`src/rtl/clock_gen_sequencer.sv`:
```
// Control-plane sequencer for the clock generation datapath: validates and shadows
// the requested config, derives compare thresholds and sequences the generator.
module clock_gen_sequencer #(
  parameter int COUNTER_WIDTH  = 16,
  parameter int PREEMPT_CYCLES = 8,
  parameter int VIOL_WIDTH     = 8
) (
  input  logic                     clk,
  input  logic                     rst_n,
  input  logic                     clk_en_i,
  input  logic                     cfg_valid_i,
  output logic                     cfg_ready_o,
  input  logic [COUNTER_WIDTH-1:0] cfg_half_rate_i,
  input  logic                     cfg_polarity_i,
  input  logic                     start_i,
  input  logic                     stop_i,
  output logic                     error_o,
  output logic                     running_o,
  output logic [2:0]               state_o,
  output logic                     set_polarity_o,
  output logic                     starting_polarity_o,
  output logic                     generation_en_o,
  input  logic                     busy_i,
  output logic [COUNTER_WIDTH-1:0] expected_half_rate_minus_two_o,
  output logic [COUNTER_WIDTH-1:0] expected_quarter_rate_minus_one_o,
  output logic [COUNTER_WIDTH-1:0] preemptive_half_rate_minus_one_o,
  output logic [COUNTER_WIDTH-1:0] preemptive_quarter_rate_minus_one_o,
  input  logic                     pause_start_violation_i,
  input  logic                     pause_stop_violation_i,
  output logic [VIOL_WIDTH-1:0]    violation_count_o
);

  typedef enum logic [2:0] {
    IDLE  = 3'd0,
    LOAD  = 3'd1,
    RUN   = 3'd2,
    DRAIN = 3'd3
  } state_e;

  localparam logic [COUNTER_WIDTH-1:0] MIN_HALF = COUNTER_WIDTH'(2 * PREEMPT_CYCLES + 2);
  localparam logic [COUNTER_WIDTH-1:0] PREEMPT  = COUNTER_WIDTH'(PREEMPT_CYCLES);
  localparam logic [COUNTER_WIDTH-1:0] ONE      = COUNTER_WIDTH'(1);
  localparam logic [COUNTER_WIDTH-1:0] TWO      = COUNTER_WIDTH'(2);

  state_e                   state_q, state_d;
  logic [COUNTER_WIDTH-1:0] half_q, half_d;
  logic                     pol_q, pol_d;
  logic                     loaded_q, loaded_d;
  logic                     pending_q, pending_d;
  logic                     drain_seen_q, drain_seen_d;
  logic                     error_q, error_d;
  logic                     start_pol_q, start_pol_d;
  logic [COUNTER_WIDTH-1:0] exp_half_q, exp_half_d;
  logic [COUNTER_WIDTH-1:0] exp_quarter_q, exp_quarter_d;
  logic [COUNTER_WIDTH-1:0] pre_half_q, pre_half_d;
  logic [COUNTER_WIDTH-1:0] pre_quarter_q, pre_quarter_d;
  logic [VIOL_WIDTH-1:0]    viol_q, viol_d;

  logic                     cfg_hs;
  logic                     cfg_legal;
  logic [COUNTER_WIDTH-1:0] quarter;
  logic [1:0]               viol_inc;
  logic [VIOL_WIDTH:0]      viol_sum;

  always_ff @(posedge clk or negedge rst_n) begin
    if (!rst_n) begin
      state_q       <= IDLE;
      half_q        <= '0;
      pol_q         <= 1'b0;
      loaded_q      <= 1'b0;
      pending_q     <= 1'b0;
      drain_seen_q  <= 1'b0;
      error_q       <= 1'b0;
      start_pol_q   <= 1'b0;
      exp_half_q    <= '0;
      exp_quarter_q <= '0;
      pre_half_q    <= '0;
      pre_quarter_q <= '0;
      viol_q        <= '0;
    end else if (clk_en_i) begin
      state_q       <= state_d;
      half_q        <= half_d;
      pol_q         <= pol_d;
      loaded_q      <= loaded_d;
      pending_q     <= pending_d;
      drain_seen_q  <= drain_seen_d;
      error_q       <= error_d;
      start_pol_q   <= start_pol_d;
      exp_half_q    <= exp_half_d;
      exp_quarter_q <= exp_quarter_d;
      pre_half_q    <= pre_half_d;
      pre_quarter_q <= pre_quarter_d;
      viol_q        <= viol_d;
    end else begin
      error_q       <= 1'b0;
    end
  end

  always_comb begin
    cfg_ready_o = (state_q == IDLE) || ((state_q == RUN) && !pending_q);
    cfg_hs      = cfg_valid_i && cfg_ready_o && clk_en_i;
    cfg_legal   = (cfg_half_rate_i >= MIN_HALF);

    state_d      = state_q;
    half_d       = half_q;
    pol_d        = pol_q;
    loaded_d     = loaded_q;
    pending_d    = pending_q;
    error_d      = 1'b0;
    drain_seen_d = (state_q == DRAIN);

    if (cfg_hs && cfg_legal) begin
      half_d   = cfg_half_rate_i;
      pol_d    = cfg_polarity_i;
      loaded_d = 1'b1;
    end
    if (cfg_hs && !cfg_legal) begin
      error_d = 1'b1;
    end

    case (state_q)
      IDLE: begin
        if (start_i && !stop_i) begin
          if (loaded_q) state_d = LOAD;
          else          error_d = 1'b1;
        end
      end
      LOAD: begin
        pending_d = 1'b0;
        state_d   = RUN;
      end
      RUN: begin
        // A config landing in RUN leaves immediately so the generator stops one cycle later.
        if (stop_i) begin
          state_d   = DRAIN;
          pending_d = 1'b0;
        end else if (pending_q || (cfg_hs && cfg_legal)) begin
          state_d   = DRAIN;
          pending_d = 1'b1;
        end
      end
      DRAIN: begin
        if (start_i) pending_d = 1'b1;
        // busy_i lags enable by a cycle, so the first DRAIN cycle never looks at it.
        if (drain_seen_q && !busy_i) begin
          state_d = pending_d ? LOAD : IDLE;
        end
      end
      default: state_d = IDLE;
    endcase
  end

  always_comb begin
    quarter       = half_q >> 1;
    start_pol_d   = start_pol_q;
    exp_half_d    = exp_half_q;
    exp_quarter_d = exp_quarter_q;
    pre_half_d    = pre_half_q;
    pre_quarter_d = pre_quarter_q;
    if (state_q == LOAD) begin
      start_pol_d   = pol_q;
      exp_half_d    = half_q - TWO;
      exp_quarter_d = quarter - ONE;
      pre_half_d    = half_q - PREEMPT - ONE;
      pre_quarter_d = quarter - PREEMPT - ONE;
    end

    viol_inc = {1'b0, pause_start_violation_i} + {1'b0, pause_stop_violation_i};
    viol_sum = {1'b0, viol_q} + {{(VIOL_WIDTH - 1){1'b0}}, viol_inc};
    viol_d   = viol_sum[VIOL_WIDTH] ? '1 : viol_sum[VIOL_WIDTH-1:0];
  end

  always_comb begin
    state_o                             = state_q;
    running_o                           = (state_q == RUN);
    generation_en_o                     = (state_q == RUN);
    set_polarity_o                      = (state_q == LOAD) && clk_en_i;
    error_o                             = error_q;
    starting_polarity_o                 = start_pol_q;
    expected_half_rate_minus_two_o      = exp_half_q;
    expected_quarter_rate_minus_one_o   = exp_quarter_q;
    preemptive_half_rate_minus_one_o    = pre_half_q;
    preemptive_quarter_rate_minus_one_o = pre_quarter_q;
    violation_count_o                   = viol_q;
  end

endmodule

```
`config.mk`:
```
export PLATFORM = sky130hd
export DESIGN_NAME = clock_gen_sequencer
export DESIGN_NICKNAME = d
export VERILOG_FILES = /design/src/rtl/clock_gen_sequencer.sv
export SDC_FILE = /design/constraint.sdc
export NUM_CORES = 1
export LEC_CHECK = 0
export ABC_AREA = 1
export ABC_CLOCK_PERIOD_IN_PS = 1700
export CORE_ASPECT_RATIO = 1.25
export CORE_MARGIN = 4
export CORE_UTILIZATION = 45
export DETAILED_ROUTE_END_ITERATION = 6
export PLACE_DENSITY = 0.75
export RECOVER_POWER = 25
export SLEW_MARGIN = 0
export SYNTH_ARGS = -nofsm -noshare
export SYNTH_HDL_FRONTEND = slang
export SYNTH_SLANG_ARGS = --single-unit
```
`constraint.sdc`:
```
create_clock -name clk -period 1.7 [get_ports clk]
set_input_delay 0.255 -clock clk [delete_from_list [all_inputs] [get_ports clk]]
set_output_delay 0.255 -clock clk [all_outputs]
set_load 0.02 [all_outputs]
```
==> run_summary.xml, run 1 <==
<?xml version="1.0" encoding="UTF-8"?>
<metrics>
  <group name="status">
    <metric name="outcome" unit="">finished with violations</metric>
    <metric name="failed_checks" unit="">negative setup slack</metric>
  </group>
  <group name="clocking">
    <metric name="clk_pin_slew_worst_paths" unit="ps">60</metric>
    <metric name="cts_sinks" unit="">78</metric>
    <metric name="tritoncts" unit="">built</metric>
    <metric name="clk_root_buffer_cell" unit="">clkbuf_16</metric>
    <metric name="clk-insertion-delay-late" unit="ps">340</metric>
    <metric name="number_of_buffers_inserted_during_clock_tree_synthesis" unit="">9</metric>
    <metric name="maximum_count_of_clock_buffers_along_a_single_path" unit="">2</metric>
    <metric name="clock_tree.htree_level_count" unit="">3</metric>
  </group>
  <group name="routing">
    <metric name="routed-via-count" unit="">3796</metric>
    <metric name="drt_drc_violations_left" unit="">0</metric>
    <metric name="routed_wire_length_per_instance" unit="µm">14.65</metric>
    <metric name="drt-pass1-iter-count" unit="">5</metric>
    <metric name="routed_via_density" unit="">5.001</metric>
    <metric name="drt_iter0_markers" unit="">274</metric>
    <metric name="postRouteAntennaNets" unit="">0</metric>
    <metric name="routed_wirelength" unit="mm">11.12</metric>
  </group>
  <group name="synth">
    <metric name="synth_common_cells" unit="">nand2_1 (124), dfrtp_1 (78), inv_1 (51)</metric>
    <metric name="synth_top_cells_by_area" unit="">dfrtp_1 (47%), nand2_1 (11%), o21ai_0 (5.2%)</metric>
    <metric name="mappedNetlistNets" unit="">548</metric>
    <metric name="number_of_synthesized_flops_with_an_enable_pin" unit="">0</metric>
    <metric name="synthFlopType" unit="">dfrtp_1</metric>
    <metric name="netlist-cell-type-count" unit="">39</metric>
    <metric name="syn_area" unit="mm²">0.004168</metric>
    <metric name="synthArstFlopShare" unit="">1.000</metric>
    <metric name="synth_top_cell_area_share" unit="">0.4683</metric>
    <metric name="synth_most_common_cell" unit="">nand2_1</metric>
    <metric name="synth_seq_cells" unit="">78</metric>
    <metric name="yosys.area.top_type" unit="">dfrtp_1</metric>
    <metric name="seq_area_frac_synth" unit="">0.4683</metric>
    <metric name="syn_avg_cell_area" unit="µm²">8.124</metric>
    <metric name="gate_count_post_synth" unit="">513</metric>
    <metric name="yosysWarningCount" unit="">0</metric>
  </group>
  <group name="setup_path">
    <metric name="worstPathBufferInverterCount" unit="">2</metric>
    <metric name="worst_setup_path_start_kind" unit="">flop</metric>
    <metric name="cell_with_the_largest_stage_delay_on_the_worst_path" unit="">dfrtp_2</metric>
    <metric name="worst-setup-path-type" unit="">reg -&gt; reg</metric>
    <metric name="setup.reg_to_reg.worst_slack" unit="ps">-50</metric>
    <metric name="timing.rr.start" unit="">violation_count_o[0]</metric>
    <metric name="critical-path-top-delay-family" unit="">simple AND/OR/NAND/NOR gates</metric>
    <metric name="crit_path_end_kind" unit="">flop</metric>
    <metric name="r2r_end" unit="">violation_count_o[4]</metric>
    <metric name="cp_data_required_time" unit="ps">1980</metric>
    <metric name="worst_r2r_path_depth" unit="">8</metric>
    <metric name="path_cells" unit="">inv_2 &gt; fa_2 &gt; inv_2 &gt; ha_4 &gt; nand4_1 &gt; nor3b_2 &gt; nand3_2 &gt; nand2_1</metric>
    <metric name="timing.critical_path.slowest_cell_delay" unit="ps">380</metric>
    <metric name="critical_path_peak_fanout" unit="">7</metric>
    <metric name="critical-path-top-cell-by-count" unit="">inv_2</metric>
    <metric name="worstPathArrival" unit="ps">2020</metric>
  </group>
  <group name="sta">
    <metric name="finalCriticalPeriod" unit="ps">1748</metric>
    <metric name="max_slew_margin" unit="">0.2985</metric>
    <metric name="worst-slew-pin-transition" unit="ps">1052</metric>
    <metric name="layout_worst_path_cycle_share" unit="">1.028</metric>
    <metric name="clock_skew" unit="ps">3.457</metric>
    <metric name="number_of_hold_slack_violations_in_the_final_timing_report" unit="">0</metric>
    <metric name="fmax" unit="GHz">0.5720</metric>
    <metric name="setup_tns" unit="ps">-250.7</metric>
    <metric name="timing.final.max_slew_violations" unit="">0</metric>
    <metric name="grt_setup_unrepaired" unit="">yes</metric>
    <metric name="setup_viol_count_final" unit="">7</metric>
    <metric name="final.setup.worst_slack" unit="ps">-48.21</metric>
  </group>
  <group name="final_layout">
    <metric name="ff_latch_area" unit="mm²">0.001956</metric>
    <metric name="instances_no_fill" unit="">759</metric>
    <metric name="n_fill_cell" unit="">773</metric>
    <metric name="multi_input_area" unit="mm²">0.001824</metric>
    <metric name="fraction_of_layout_instances_using_a_drive_strength_above_1" unit="">0.1808</metric>
    <metric name="antenna_cells_inserted" unit="">0</metric>
    <metric name="flow.area_growth_from_synthesis" unit="%">40.29</metric>
    <metric name="num-nets-final" unit="">666</metric>
    <metric name="finalCoreUtilization" unit="">0.6442</metric>
  </group>
  <group name="die">
    <metric name="io-pin-count" unit="">107</metric>
    <metric name="core-area" unit="mm²">0.009076</metric>
    <metric name="floorplan.die_area" unit="mm²">0.01087</metric>
    <metric name="die_h" unit="µm">115.6</metric>
    <metric name="horiz_die_dim" unit="µm">94.08</metric>
    <metric name="placementRows" unit="">39</metric>
    <metric name="starting_density_of_the_core" unit="">0.4592</metric>
  </group>
  <group name="grt">
    <metric name="grt_antenna_before_repair" unit="">0</metric>
    <metric name="wire_length_of_the_first_global_routing_pass" unit="mm">18.29</metric>
    <metric name="globalRouteTotalUtil" unit="">0.2192</metric>
    <metric name="vias_in_the_first_global_route" unit="">3811</metric>
    <metric name="grt_start_max_net_pins" unit="">79</metric>
    <metric name="globalRoute.totalOverflow" unit="">0</metric>
  </group>
  <group name="hold_path">
    <metric name="hold_sp" unit="">preemptive_half_rate_minus_one_o[10]</metric>
    <metric name="hold-path-cell-count" unit="">2</metric>
    <metric name="hold-path-endpoint" unit="">preemptive_half_rate_minus_one_o[10]</metric>
    <metric name="worst_hold_path_type" unit="">reg -&gt; reg</metric>
  </group>
  <group name="pwr">
    <metric name="vdd_ir_drop_max" unit="mV">1.135</metric>
    <metric name="fin_total_pwr" unit="W">0.01234</metric>
    <metric name="static_leakage" unit="nW">2.798</metric>
    <metric name="p_per_area" unit="mW/mm²">2111</metric>
  </group>
  <group name="run">
    <metric name="drv_cap" unit="">0</metric>
  </group>
  <group name="placement">
    <metric name="dp_worst_setup_slack" unit="ps">-547.8</metric>
    <metric name="gp_routability_congestion" unit="">0.9346</metric>
    <metric name="port_buffer_cells" unit="">105</metric>
    <metric name="dp_hpwl" unit="mm">8.388</metric>
    <metric name="placed_cells_incl_taps" unit="">737</metric>
  </group>
</metrics>
-- where the power goes --
part,switching (W),total [W],internal (W)
logic,0.00374,0.00657,0.00283
registers,0.000806,0.00350,0.00269
clock network,0.000757,0.00227,0.00152
-- what timing repair did --
action,4_1_cts,5_1_grt
setup endpoints to repair,17,27
pin swaps,10,9
hold endpoints to repair,78,0
buffers inserted,2,3
gates cloned,0,0
hold buffers,1,0
resized for setup,26,24
-- worst reg2reg max path, cell delays in order (launching register included) --
cell	delay, ps
dfrtp_2	380
inv_2	40
fa_2	350
inv_2	70
ha_4	120
nand4_1	130
nor3b_2	280
nand3_2	190
nand2_1	130
-- cells by family (layout without fill, tap and decap cells) --
kind of cell               Yosys count  count (layout)  share of synthesized area
and+or+nand+nor                    240             240                     0.2591
DFF                                 78              78                     0.4683
xor gates and xnor gates             9               9                    0.01891
adders and majority gates            9               9                    0.02882
AOI/OAI and AO/OA                   84              84                     0.1147
other                                1               1                  0.0008998
buffers and inverters               92             215                     0.1093
-- worst max path at each step --
stage	from	end	slack, ps	cells after the start
after floorplan	violation_count_o[0]	violation_count_o[5]	-30	8
after global placement	pause_start_violation_i	violation_count_o[5]	-440	9
after detailed placement	pause_start_violation_i	violation_count_o[7]	-550	9
after CTS	violation_count_o[0]	violation_count_o[1]	-90	8
after global routing	violation_count_o[0]	violation_count_o[5]	-130	8
final	violation_count_o[0]	violation_count_o[4]	-50	8
-- registers in the layout, indices dropped and copies added (netlist names) --
register	flops
half_q	16
preemptive_half_rate_minus_one_o	16
expected_half_rate_minus_two_o	15
preemptive_quarter_rate_minus_one_o	13
violation_count_o	8
expected_quarter_rate_minus_one_o	2
state_o	2
drain_seen_q	1
error_o	1
loaded_q	1
pending_q	1
pol_q	1
starting_polarity_o	1
-- layer usage --
layer,up-vias,global-route usage,part of all wire
li1,1868,-,-
met1,1749,0.2520,0.38
met2,147,0.3676,0.51
met3,32,0.05065,0.062
met4,0,0.1378,0.047
met5,-,0,0
-- final cells by class --
class | instances | share of cell area
repair buffers | 141 | 0.2281
well taps | 123 | 0.02632
clock buffers | 11 | 0.04323
flip-flops and latches | 78 | 0.3345
multi-input cells | 343 | 0.3120
clock inverters | 5 | 0.01776
inverters | 58 | 0.03809
-- per-stage QoR --
stage	hold WS, ps	cell area, µm²
floorplan	-40.59	4173
global placement	302.9	5390
detailed placement	308.6	5390
CTS	475.8	5802
global route	496.6	5847
finish	476.6	5847
-- layout by cell type, fill, tap and decap left out, types with 3 or more instances in the layout --
cell / Yosys / final
bufinv_16: 0 / 3
nor2_2: 4 / 5
o21ai_0: 43 / 41
dlymetal6s2s_1: 0 / 7
a21oi_1: 11 / 10
buf_2: 5 / 3
clkbuf_16: 0 / 9
o21ai_2: 9 / 9
inv_2: 6 / 11
nand4_1: 5 / 5
dfrtp_2: 0 / 3
nand3_2: 2 / 4
clkdlybuf4s50_1: 0 / 90
a31oi_1: 11 / 11
nand2_2: 4 / 6
inv_1: 51 / 46
buf_4: 22 / 33
dfrtp_1: 78 / 75
ha_1: 8 / 3
o21ai_1: 7 / 9
xor2_1: 8 / 8
nand3_1: 39 / 37
nor2_1: 46 / 45
nor2_4: 4 / 4
ha_2: 0 / 3
dlygate4sd2_1: 0 / 3
nand2_1: 124 / 122
Note: power is estimated with default switching activity, not from simulation.
==> inputs of run 2 (changes only) <==
Settings changed: CAP_MARGIN set to 30.
==> results of run 2 <==
Same layout as run 1: the final DEF is identical, and so are final timing and power.
